## config.mk

```make
export PLATFORM = sky130hd
export DESIGN_NAME = tl_ul_slice
export DESIGN_NICKNAME = d
export VERILOG_FILES = /design/src/rtl/tl_ul_pkg.sv /design/src/rtl/tl_ul_fifo.sv /design/src/rtl/tl_ul_slice.sv
export SDC_FILE = /design/constraint.sdc
export NUM_CORES = 1
export LEC_CHECK = 0
export CAP_MARGIN = 20
export CORE_ASPECT_RATIO = 2
export CORE_MARGIN = 5
export CORE_UTILIZATION = 25
export CTS_CLUSTER_DIAMETER = 30
export DETAILED_ROUTE_END_ITERATION = 7
export PLACE_DENSITY_LB_ADDON = 0.3
export SETUP_SLACK_MARGIN = 0.5
export SKIP_CTS_REPAIR_TIMING = 1
export SLEW_MARGIN = 15
export SYNTH_ARGS = -nofsm -noshare
export SYNTH_HDL_FRONTEND = slang
export SYNTH_HIERARCHICAL = 1
export SYNTH_SLANG_ARGS = --single-unit
```

## constraint.sdc

```tcl
create_clock -name clock -period 3.95 [get_ports clock]
set_input_delay 0.79 -clock clock [delete_from_list [all_inputs] [get_ports clock]]
set_output_delay 0.79 -clock clock [all_outputs]
set_load 0.03 [all_outputs]
```

## src/rtl/tl_ul_pkg.sv

```systemverilog
// TileLink-UL field widths, opcodes and beat structs shared by the buffer slice.
package tl_ul_pkg;

    localparam int unsigned TL_AW        = 32;
    localparam int unsigned TL_DW        = 32;
    localparam int unsigned TL_MW        = TL_DW / 8;
    localparam int unsigned TL_SZW       = 2;
    localparam int unsigned TL_A_OPW     = 3;
    localparam int unsigned TL_A_PARAMW  = 3;
    localparam int unsigned TL_D_OPW     = 3;
    localparam int unsigned TL_D_PARAMW  = 2;
    localparam int unsigned TL_SINKW     = 1;
    // Widest source ID the slice can carry; narrower IDs sit in the low bits.
    localparam int unsigned TL_SRC_MAX_W = 8;

    typedef enum logic [TL_A_OPW-1:0] {
        PUT_FULL_DATA    = 3'd0,
        PUT_PARTIAL_DATA = 3'd1,
        GET              = 3'd4
    } tl_a_op_e;

    typedef enum logic [TL_D_OPW-1:0] {
        ACCESS_ACK      = 3'd0,
        ACCESS_ACK_DATA = 3'd1
    } tl_d_op_e;

    // Opcodes are kept as raw vectors: the slice never decodes them.
    typedef struct packed {
        logic [TL_A_OPW-1:0]     opcode;
        logic [TL_A_PARAMW-1:0]  param;
        logic [TL_SZW-1:0]       size;
        logic [TL_SRC_MAX_W-1:0] source;
        logic [TL_AW-1:0]        address;
        logic [TL_MW-1:0]        mask;
        logic [TL_DW-1:0]        data;
        logic                    corrupt;
    } tl_a_t;

    typedef struct packed {
        logic [TL_D_OPW-1:0]     opcode;
        logic [TL_D_PARAMW-1:0]  param;
        logic [TL_SZW-1:0]       size;
        logic [TL_SRC_MAX_W-1:0] source;
        logic [TL_SINKW-1:0]     sink;
        logic                    denied;
        logic [TL_DW-1:0]        data;
        logic                    corrupt;
    } tl_d_t;

endpackage

```

## src/rtl/tl_ul_fifo.sv

```systemverilog
// Circular FIFO with registered-only ready/valid; head entry drives the output directly.
module tl_ul_fifo #(
    parameter int unsigned DEPTH = 2,
    parameter type         T     = logic
) (
    input  logic clock,
    input  logic reset_n,
    input  logic in_valid,
    output logic in_ready,
    input  T     in_data,
    output logic out_valid,
    input  logic out_ready,
    output T     out_data
);

    localparam int unsigned PTR_W = (DEPTH > 1) ? $clog2(DEPTH) : 1;
    localparam int unsigned CNT_W = $clog2(DEPTH + 1);
    localparam logic [PTR_W-1:0] LAST = PTR_W'(DEPTH - 1);
    localparam logic [CNT_W-1:0] FULL = CNT_W'(DEPTH);

    T                 mem [DEPTH];
    logic [PTR_W-1:0] head;
    logic [PTR_W-1:0] tail;
    logic [CNT_W-1:0] count;
    logic             push;
    logic             pop;

    // A full FIFO refuses input even when it is popping this cycle.
    assign in_ready  = (count != FULL);
    assign out_valid = (count != '0);
    assign out_data  = mem[head];
    assign push      = in_valid & in_ready;
    assign pop       = out_valid & out_ready;

    // Storage, pointer and occupancy update; pointers wrap by explicit compare.
    always_ff @(posedge clock or negedge reset_n) begin
        if (!reset_n) begin
            head  <= '0;
            tail  <= '0;
            count <= '0;
            for (int unsigned i = 0; i < DEPTH; i++) begin
                mem[i] <= '0;
            end
        end else begin
            if (push) begin
                mem[tail] <= in_data;
                tail      <= (tail == LAST) ? '0 : tail + 1'b1;
            end
            if (pop) begin
                head <= (head == LAST) ? '0 : head + 1'b1;
            end
            case ({push, pop})
                2'b10:   count <= count + 1'b1;
                2'b01:   count <= count - 1'b1;
                default: count <= count;
            endcase
        end
    end

endmodule

```

## src/rtl/tl_ul_slice.sv

```systemverilog
// Registered TL-UL A/D buffer slice with outstanding-request throttle and idle report.
module tl_ul_slice
    import tl_ul_pkg::*;
#(
    parameter int unsigned DEPTH_A      = 2,
    parameter int unsigned DEPTH_D      = 2,
    parameter int unsigned SOURCE_W     = 1,
    parameter int unsigned MAX_INFLIGHT = 4
) (
    input  logic                clock,
    input  logic                reset_n,
    input  logic                a_in_valid,
    output logic                a_in_ready,
    input  logic [2:0]          a_in_opcode,
    input  logic [2:0]          a_in_param,
    input  logic [1:0]          a_in_size,
    input  logic [SOURCE_W-1:0] a_in_source,
    input  logic [31:0]         a_in_address,
    input  logic [3:0]          a_in_mask,
    input  logic [31:0]         a_in_data,
    input  logic                a_in_corrupt,
    output logic                a_out_valid,
    input  logic                a_out_ready,
    output logic [2:0]          a_out_opcode,
    output logic [2:0]          a_out_param,
    output logic [1:0]          a_out_size,
    output logic [SOURCE_W-1:0] a_out_source,
    output logic [31:0]         a_out_address,
    output logic [3:0]          a_out_mask,
    output logic [31:0]         a_out_data,
    output logic                a_out_corrupt,
    input  logic                d_in_valid,
    output logic                d_in_ready,
    input  logic [2:0]          d_in_opcode,
    input  logic [1:0]          d_in_param,
    input  logic [1:0]          d_in_size,
    input  logic [SOURCE_W-1:0] d_in_source,
    input  logic                d_in_sink,
    input  logic                d_in_denied,
    input  logic [31:0]         d_in_data,
    input  logic                d_in_corrupt,
    output logic                d_out_valid,
    input  logic                d_out_ready,
    output logic [2:0]          d_out_opcode,
    output logic [1:0]          d_out_param,
    output logic [1:0]          d_out_size,
    output logic [SOURCE_W-1:0] d_out_source,
    output logic                d_out_sink,
    output logic                d_out_denied,
    output logic [31:0]         d_out_data,
    output logic                d_out_corrupt,
    output logic [7:0]          inflight,
    output logic                idle
);

    tl_a_t a_in_pl;
    tl_a_t a_out_pl;
    tl_d_t d_in_pl;
    tl_d_t d_out_pl;
    logic  a_fifo_valid;
    logic  below_max;
    logic  a_fire;
    logic  d_fire;
    logic  unused_source;

    // Pack the A beat; SOURCE_W (at most TL_SRC_MAX_W) occupies the low source bits.
    always_comb begin
        a_in_pl                       = '0;
        a_in_pl.opcode                = a_in_opcode;
        a_in_pl.param                 = a_in_param;
        a_in_pl.size                  = a_in_size;
        a_in_pl.source[SOURCE_W-1:0]  = a_in_source;
        a_in_pl.address               = a_in_address;
        a_in_pl.mask                  = a_in_mask;
        a_in_pl.data                  = a_in_data;
        a_in_pl.corrupt               = a_in_corrupt;
    end

    // Pack the D beat the same way.
    always_comb begin
        d_in_pl                       = '0;
        d_in_pl.opcode                = d_in_opcode;
        d_in_pl.param                 = d_in_param;
        d_in_pl.size                  = d_in_size;
        d_in_pl.source[SOURCE_W-1:0]  = d_in_source;
        d_in_pl.sink                  = d_in_sink;
        d_in_pl.denied                = d_in_denied;
        d_in_pl.data                  = d_in_data;
        d_in_pl.corrupt               = d_in_corrupt;
    end

    assign below_max   = (inflight < 8'(MAX_INFLIGHT));
    assign a_out_valid = a_fifo_valid & below_max;
    assign a_fire      = a_out_valid & a_out_ready;
    assign d_fire      = d_out_valid & d_out_ready;

    tl_ul_fifo #(
        .DEPTH (DEPTH_A),
        .T     (tl_a_t)
    ) u_a_fifo (
        .clock     (clock),
        .reset_n   (reset_n),
        .in_valid  (a_in_valid),
        .in_ready  (a_in_ready),
        .in_data   (a_in_pl),
        .out_valid (a_fifo_valid),
        .out_ready (a_out_ready & below_max),
        .out_data  (a_out_pl)
    );

    tl_ul_fifo #(
        .DEPTH (DEPTH_D),
        .T     (tl_d_t)
    ) u_d_fifo (
        .clock     (clock),
        .reset_n   (reset_n),
        .in_valid  (d_in_valid),
        .in_ready  (d_in_ready),
        .in_data   (d_in_pl),
        .out_valid (d_out_valid),
        .out_ready (d_out_ready),
        .out_data  (d_out_pl)
    );

    assign a_out_opcode  = a_out_pl.opcode;
    assign a_out_param   = a_out_pl.param;
    assign a_out_size    = a_out_pl.size;
    assign a_out_source  = a_out_pl.source[SOURCE_W-1:0];
    assign a_out_address = a_out_pl.address;
    assign a_out_mask    = a_out_pl.mask;
    assign a_out_data    = a_out_pl.data;
    assign a_out_corrupt = a_out_pl.corrupt;

    assign d_out_opcode  = d_out_pl.opcode;
    assign d_out_param   = d_out_pl.param;
    assign d_out_size    = d_out_pl.size;
    assign d_out_source  = d_out_pl.source[SOURCE_W-1:0];
    assign d_out_sink    = d_out_pl.sink;
    assign d_out_denied  = d_out_pl.denied;
    assign d_out_data    = d_out_pl.data;
    assign d_out_corrupt = d_out_pl.corrupt;

    // Upper source bits are always zero and intentionally dropped.
    assign unused_source = ^{a_out_pl.source, d_out_pl.source};

    // Outstanding count: up on A issue, down on D return, saturating at zero.
    always_ff @(posedge clock or negedge reset_n) begin
        if (!reset_n) begin
            inflight <= '0;
        end else if (a_fire && !d_fire) begin
            inflight <= inflight + 8'd1;
        end else if (d_fire && !a_fire && (inflight != '0)) begin
            inflight <= inflight - 8'd1;
        end
    end

    assign idle = !a_fifo_valid && !d_out_valid && (inflight == '0);

endmodule

```

=== Yosys cells after proc, flatten, opt, wreduce, memory -nomap -nowiden ===
Index checks and enable logic that the tools add are counted.

* Input port bits: 127
* Word-level logic and storage cells: 111
* Register bits after elaboration: 286

* Mux-type cells: 20
* Order comparisons: 7
* Equality and inequality tests: 6
* Add/sub/neg operators: 10
* Reductions and logical operators: 18
* Bitwise logic cells: 11

{| class="wikitable"
|+ Operators by type and width
! kind !! number
|-
| $mux W85 || 4
|-
| $mux W50 || 4
|-
| $bwmux W170 || 1
|-
| $bwmux W100 || 1
|-
| $demux W85 S1 || 1
|-
| $demux W50 S1 || 1
|-
| $mux W8 || 2
|-
| $reduce_bool A2 Y1 || 5
|-
| $add A8 B1 Y8 const B || 1
|-
| $ge A2 B2 Y1 const B || 4
|-
| $logic_not A8 Y1 || 1
|-
| $lt A8 B3 Y1 const B || 1
|-
| $not A1 Y2 || 4
|-
| $pmux W2 S2 || 2
|-
| $reduce_bool A8 Y1 || 1
|-
| $sub A8 B1 Y8 const B || 1
|-
| $and A1 B1 Y1 || 7
|-
| $logic_and A1 B1 Y1 || 7
|-
| $add A1 B1 Y1 const B || 4
|-
| $add A2 B1 Y2 const B || 2
|-
| $eq A2 B1 Y1 const B || 2
|-
| $eq A2 B2 Y1 const B || 2
|-
| $logic_not A1 Y1 || 4
|-
| $lt A2 B1 Y1 const B || 2
|-
| 3 further kinds || 8
|}

=== Logic depth before layout (Yosys ltp) ===
* Depth after elaboration: 8
* Mapped depth: 10

=== Cells and area by module ===
The synthesis kept the hierarchy.

{| class="wikitable"
|+ By module, submodules not included
! module !! area an instance (µm²) !! instances !! cells an instance
|-
| tl_ul_fifo at u_a_fifo || 8064.0 || 1 || 472
|-
| tl_ul_fifo at u_d_fifo || 5028.6 || 1 || 285
|-
| tl_ul_slice || 636.9 || 1 || 59
|}

=== Worst setup path before layout ===
No wires, ideal clock.

* Kind: register -> register
* From: register inflight[5]
* To: register inflight[5]
* Buffers on the path: 0
* Clock period less this slack: 2.951 ns
* Data arrival time: 2.826 ns
* Stages on the path, launching flop included: 11
* Required time: 3.825 ns
* Setup time: 0.125 ns
* Path slack: 0.999 ns
* Cells stage by stage: dfrtp_1 or4_1 nor3_2 and4_4 inv_1 ha_1 a21o_1 a21oi_1 o21ai_0 xor2_1 mux2_4

* Cells in the longest elaborated chain, start to end: 7
* Elaborated cells on any way between the ends: 13
* Classes of those cells: add/sub: 2; order compare: 1; mux: 2; bitwise: 2; reduce/logical: 6

{| class="wikitable"
|+ Ends and longest elaborated chain
! what !! line !! source
|-
| from (decl) || tl_ul_slice.sv:52 || <nowiki>output logic [7:0] inflight,</nowiki>
|-
| from (signal assigned) || tl_ul_slice.sv:151 || <nowiki>inflight <= inflight + 8'd1;</nowiki>
|-
| from (signal assigned) || tl_ul_slice.sv:153 || <nowiki>inflight <= inflight - 8'd1;</nowiki>
|-
| $lt A8 B3 Y1 || tl_ul_slice.sv:92 || <nowiki>assign below_max = (inflight < 8'(MAX_INFLIGHT));</nowiki>
|-
| $and A1 B1 Y1 || tl_ul_slice.sv:93 || <nowiki>assign a_out_valid = a_fifo_valid & below_max;</nowiki>
|-
| $and A1 B1 Y1 || tl_ul_slice.sv:94 || <nowiki>assign a_fire = a_out_valid & a_out_ready;</nowiki>
|-
| $logic_not A1 Y1 || tl_ul_slice.sv:152 || <nowiki>end else if (d_fire && !a_fire && (inflight != '0)) begin</nowiki>
|-
| $logic_and A1 B1 Y1 (2 in series) || tl_ul_slice.sv:152 ||
|-
| $reduce_bool A2 Y1 (no source line) || -- ||
|}

Several ways; a longest one is shown, not always the timed one. The select of a mux whose other input is x is not followed.
A chain may end at the register's enable or synchronous reset.

=== Worst setup path after layout ===
* From: register u_d_fifo.head
* To: output port d_out_data[6]

* Cells in the longest elaborated chain, start to end: 4

{| class="wikitable"
|+ Ends and longest elaborated chain
! what !! line !! source
|-
| from (decl) || tl_ul_fifo.sv:22 || <nowiki>logic [PTR_W-1:0] head;</nowiki>
|-
| from (signal assigned) || tl_ul_fifo.sv:50 || <nowiki>head <= (head == LAST) ? '0 : head + 1'b1;</nowiki>
|-
| $not A1 Y2 (implied by the code) || tl_ul_fifo.sv:31 || <nowiki>assign out_data = mem[head];</nowiki>
|-
| $mux W50 (implied by the code) (3 in series) || tl_ul_fifo.sv:31 ||
|-
| to (decl) || tl_ul_slice.sv:50 || <nowiki>output logic [31:0] d_out_data,</nowiki>
|}

No other way between the ends. The select of a mux whose other input is x is not followed.

==> impl_results.rst <==
.. list-table::
   :header-rows: 1

   * - Metric
     - Value
   * - Number of placement rows
     - 115
   * - Endpoints failing setup
     - 0
   * - Total via count after detailed routing
     - 7,252
   * - Standard cell area after detailed placement
     - 0.0155 mm²
   * - Path type of the worst setup path
     - register to output pin
   * - Die area
     - 0.0547 mm²
   * - Pre-antenna DRT Iters
     - 4
   * - DPL Wire Length
     - 22,300 µm
   * - Slew at the pin closest to its max-slew limit
     - 948 ps
   * - Max Clock Skew
     - 19.2 ps
   * - Core occupancy in the finished layout
     - 35.3%
   * - Gr ovfl total
     - 0
   * - Final min period
     - 3330 ps
   * - Synthesized cell area
     - 0.0125 mm²
   * - Vias in the first global route
     - 8,501
   * - Unrepaired setup endpoints after global routing
     - yes
   * - Syn Nets
     - 881
   * - Number of antenna violations at the first check in global routing
     - 2
   * - Clock tree from TritonCTS
     - yes
   * - Final weighted congestion in routability-driven placement
     - 0.756
   * - Required time of the critical path
     - 3160 ps
   * - Setup crit end kind
     - output pin
   * - Filler Cells Inserted
     - 4,759
   * - Drt total wl
     - 32,700 µm
   * - Timing-limited maximum frequency
     - 300 MHz
   * - Pin count of the biggest net entering global routing
     - 110
   * - Critical path launch point type
     - register
   * - Initial DRC count
     - 187
   * - Number of vias per cell
     - 4.22
   * - PD cells
     - 1080 mW/mm²
   * - Post-route cell area
     - 0.0174 mm²
   * - VDD IR-drop max
     - 534 µV
   * - Slew HR
     - 36.8%
   * - Maximum buffer depth of the clock tree
     - 3
   * - Core outline area
     - 0.0494 mm²
   * - Layout cell share with drive strength beyond 1
     - 46.5%
   * - Total routing resource utilization after global routing
     - 11.7%
   * - Standby leakage power
     - 7.44 nW
   * - Setup TNS
     - 0 ps
   * - CP max FO
     - 44
   * - Routed wirelength normalized by instance count
     - 19.0 µm
   * - Clk pin slew, worst setup/hold paths
     - 50 ps
   * - Total count of max-transition violations in the final report
     - 0
   * - Worst-skew pair later-pin latency
     - 560 ps
   * - Most frequent cells in the layout
     - sky130_fd_sc_hd__clkdlybuf4s50_1, sky130_fd_sc_hd__dfrtp_1, sky130_fd_sc_hd__mux2_2
   * - Remaining routing DRC violations
     - 0
   * - Global-route wire length before repair
     - 50,900 µm
   * - Die span in x
     - 168 µm
   * - Final nets
     - 1,167
   * - Number of sinks on the clock net
     - 258
   * - TritonCTS Buffers
     - 53
   * - Die outline height
     - 326 µm
   * - Signal arrival time at the worst endpoint
     - 2540 ps
   * - Yosys warnings
     - 6
   * - Syn avg cell area
     - 16.7 µm²
   * - Number of max-capacitance violations reported
     - 0
   * - Final Hold Violating Endpoints
     - 0
   * - H-Tree Depth
     - 2
   * - Starting utilization of the core area
     - 25.3%
   * - Antenna Violating Nets Remaining
     - 0
   * - Number of cells on the worst reg-to-reg path
     - 10
   * - Root Buffer
     - sky130_fd_sc_hd__clkbuf_16
   * - IO buf count
     - 260
   * - Synth-to-Final Area Change
     - 39.7%
   * - Post-route clock period utilization
     - 84.3%
   * - Most common cell after layout, fill and taps aside
     - sky130_fd_sc_hd__clkdlybuf4s50_1
   * - Class of the worst hold path
     - input port to asynchronous set/reset pin
   * - Area of combinational cells with multiple inputs
     - 0.00540 mm²
   * - Reg area
     - 0.00646 mm²
   * - Outcome
     - finished, final reports clean
   * - Number of ports placed on the die boundary
     - 261
   * - Mapped Cells
     - 745
-- final timing paths --
kind	end	start	slack (ps)
hold / removal	u_a_fifo/mem[145]$_DFFE_PN0P_	reset_n	330
max in group asynchronous	inflight[6]$_DFFE_PN0P_	reset_n	2730
hold reg to reg	u_a_fifo/mem[140]$_DFFE_PN0P_	u_a_fifo/mem[140]$_DFFE_PN0P_	500
min in group clock	u_a_fifo/mem[140]$_DFFE_PN0P_	u_a_fifo/mem[140]$_DFFE_PN0P_	500
setup reg to reg	inflight[5]$_DFFE_PN0P_	inflight[5]$_DFFE_PN0P_	890
setup / recovery	d_out_data[6]	u_d_fifo/head$_DFFE_PN0P_	620
-- layout make-up --
class	count	area share, %
diodes	1	0.0144
clock inverters	36	2.43
well taps	643	4.62
repair buffers	279	16.5
inverters	3	0.0646
flip-flops and latches	258	37.1
multi-input cells	436	31.0
clock buffers	64	8.32
-- worst max-delay path, cell delays in order, from the launching register on --
cell	delay, ps
sky130_fd_sc_hd__dfrtp_2	330
sky130_fd_sc_hd__buf_4	520
sky130_fd_sc_hd__mux2_2	440
sky130_fd_sc_hd__clkdlybuf4s50_1	600
-- sequential cells by signal (all words and copies together) (netlist names) --
signal	cells
u_a_fifo/head	1
inflight	8
u_d_fifo/tail	1
u_d_fifo/head	1
u_a_fifo/tail	1
u_a_fifo/count	2
u_d_fifo/mem	86
u_a_fifo/mem	156
u_d_fifo/count	2
-- per-layer routing --
metal | share of wire [%] | global-route usage, % | up-vias
li1 | - | - | 3241
met1 | 37 | 12.2 | 3710
met2 | 53 | 21.3 | 236
met3 | 7.1 | 3.87 | 63
met4 | 3.2 | 4.96 | 2
met5 | 0.040 | 0 | -
-- report_power, final --
group	internal, W	total, W	switching (W)
registers	0.00403	0.00488	0.000842
clock network	0.00309	0.00464	0.00155
logic	0.00494	0.00930	0.00436
total	0.0121	0.0188	0.00675
-- metrics by stage --
step	std cells	power (W)	worst slack (ps)	hold slack (ps)
3_3_place_gp	1618	0.0142	773	477
3_5_place_dp	1618	0.0143	780	484
4_1_cts	1718	0.0191	291	352
5_1_grt	1720	0.0198	500	384
6_report	1720	0.0188	622	331
2_1_floorplan	745	0.0113	999	461
Note: power is estimated with default switching activity, not from simulation.
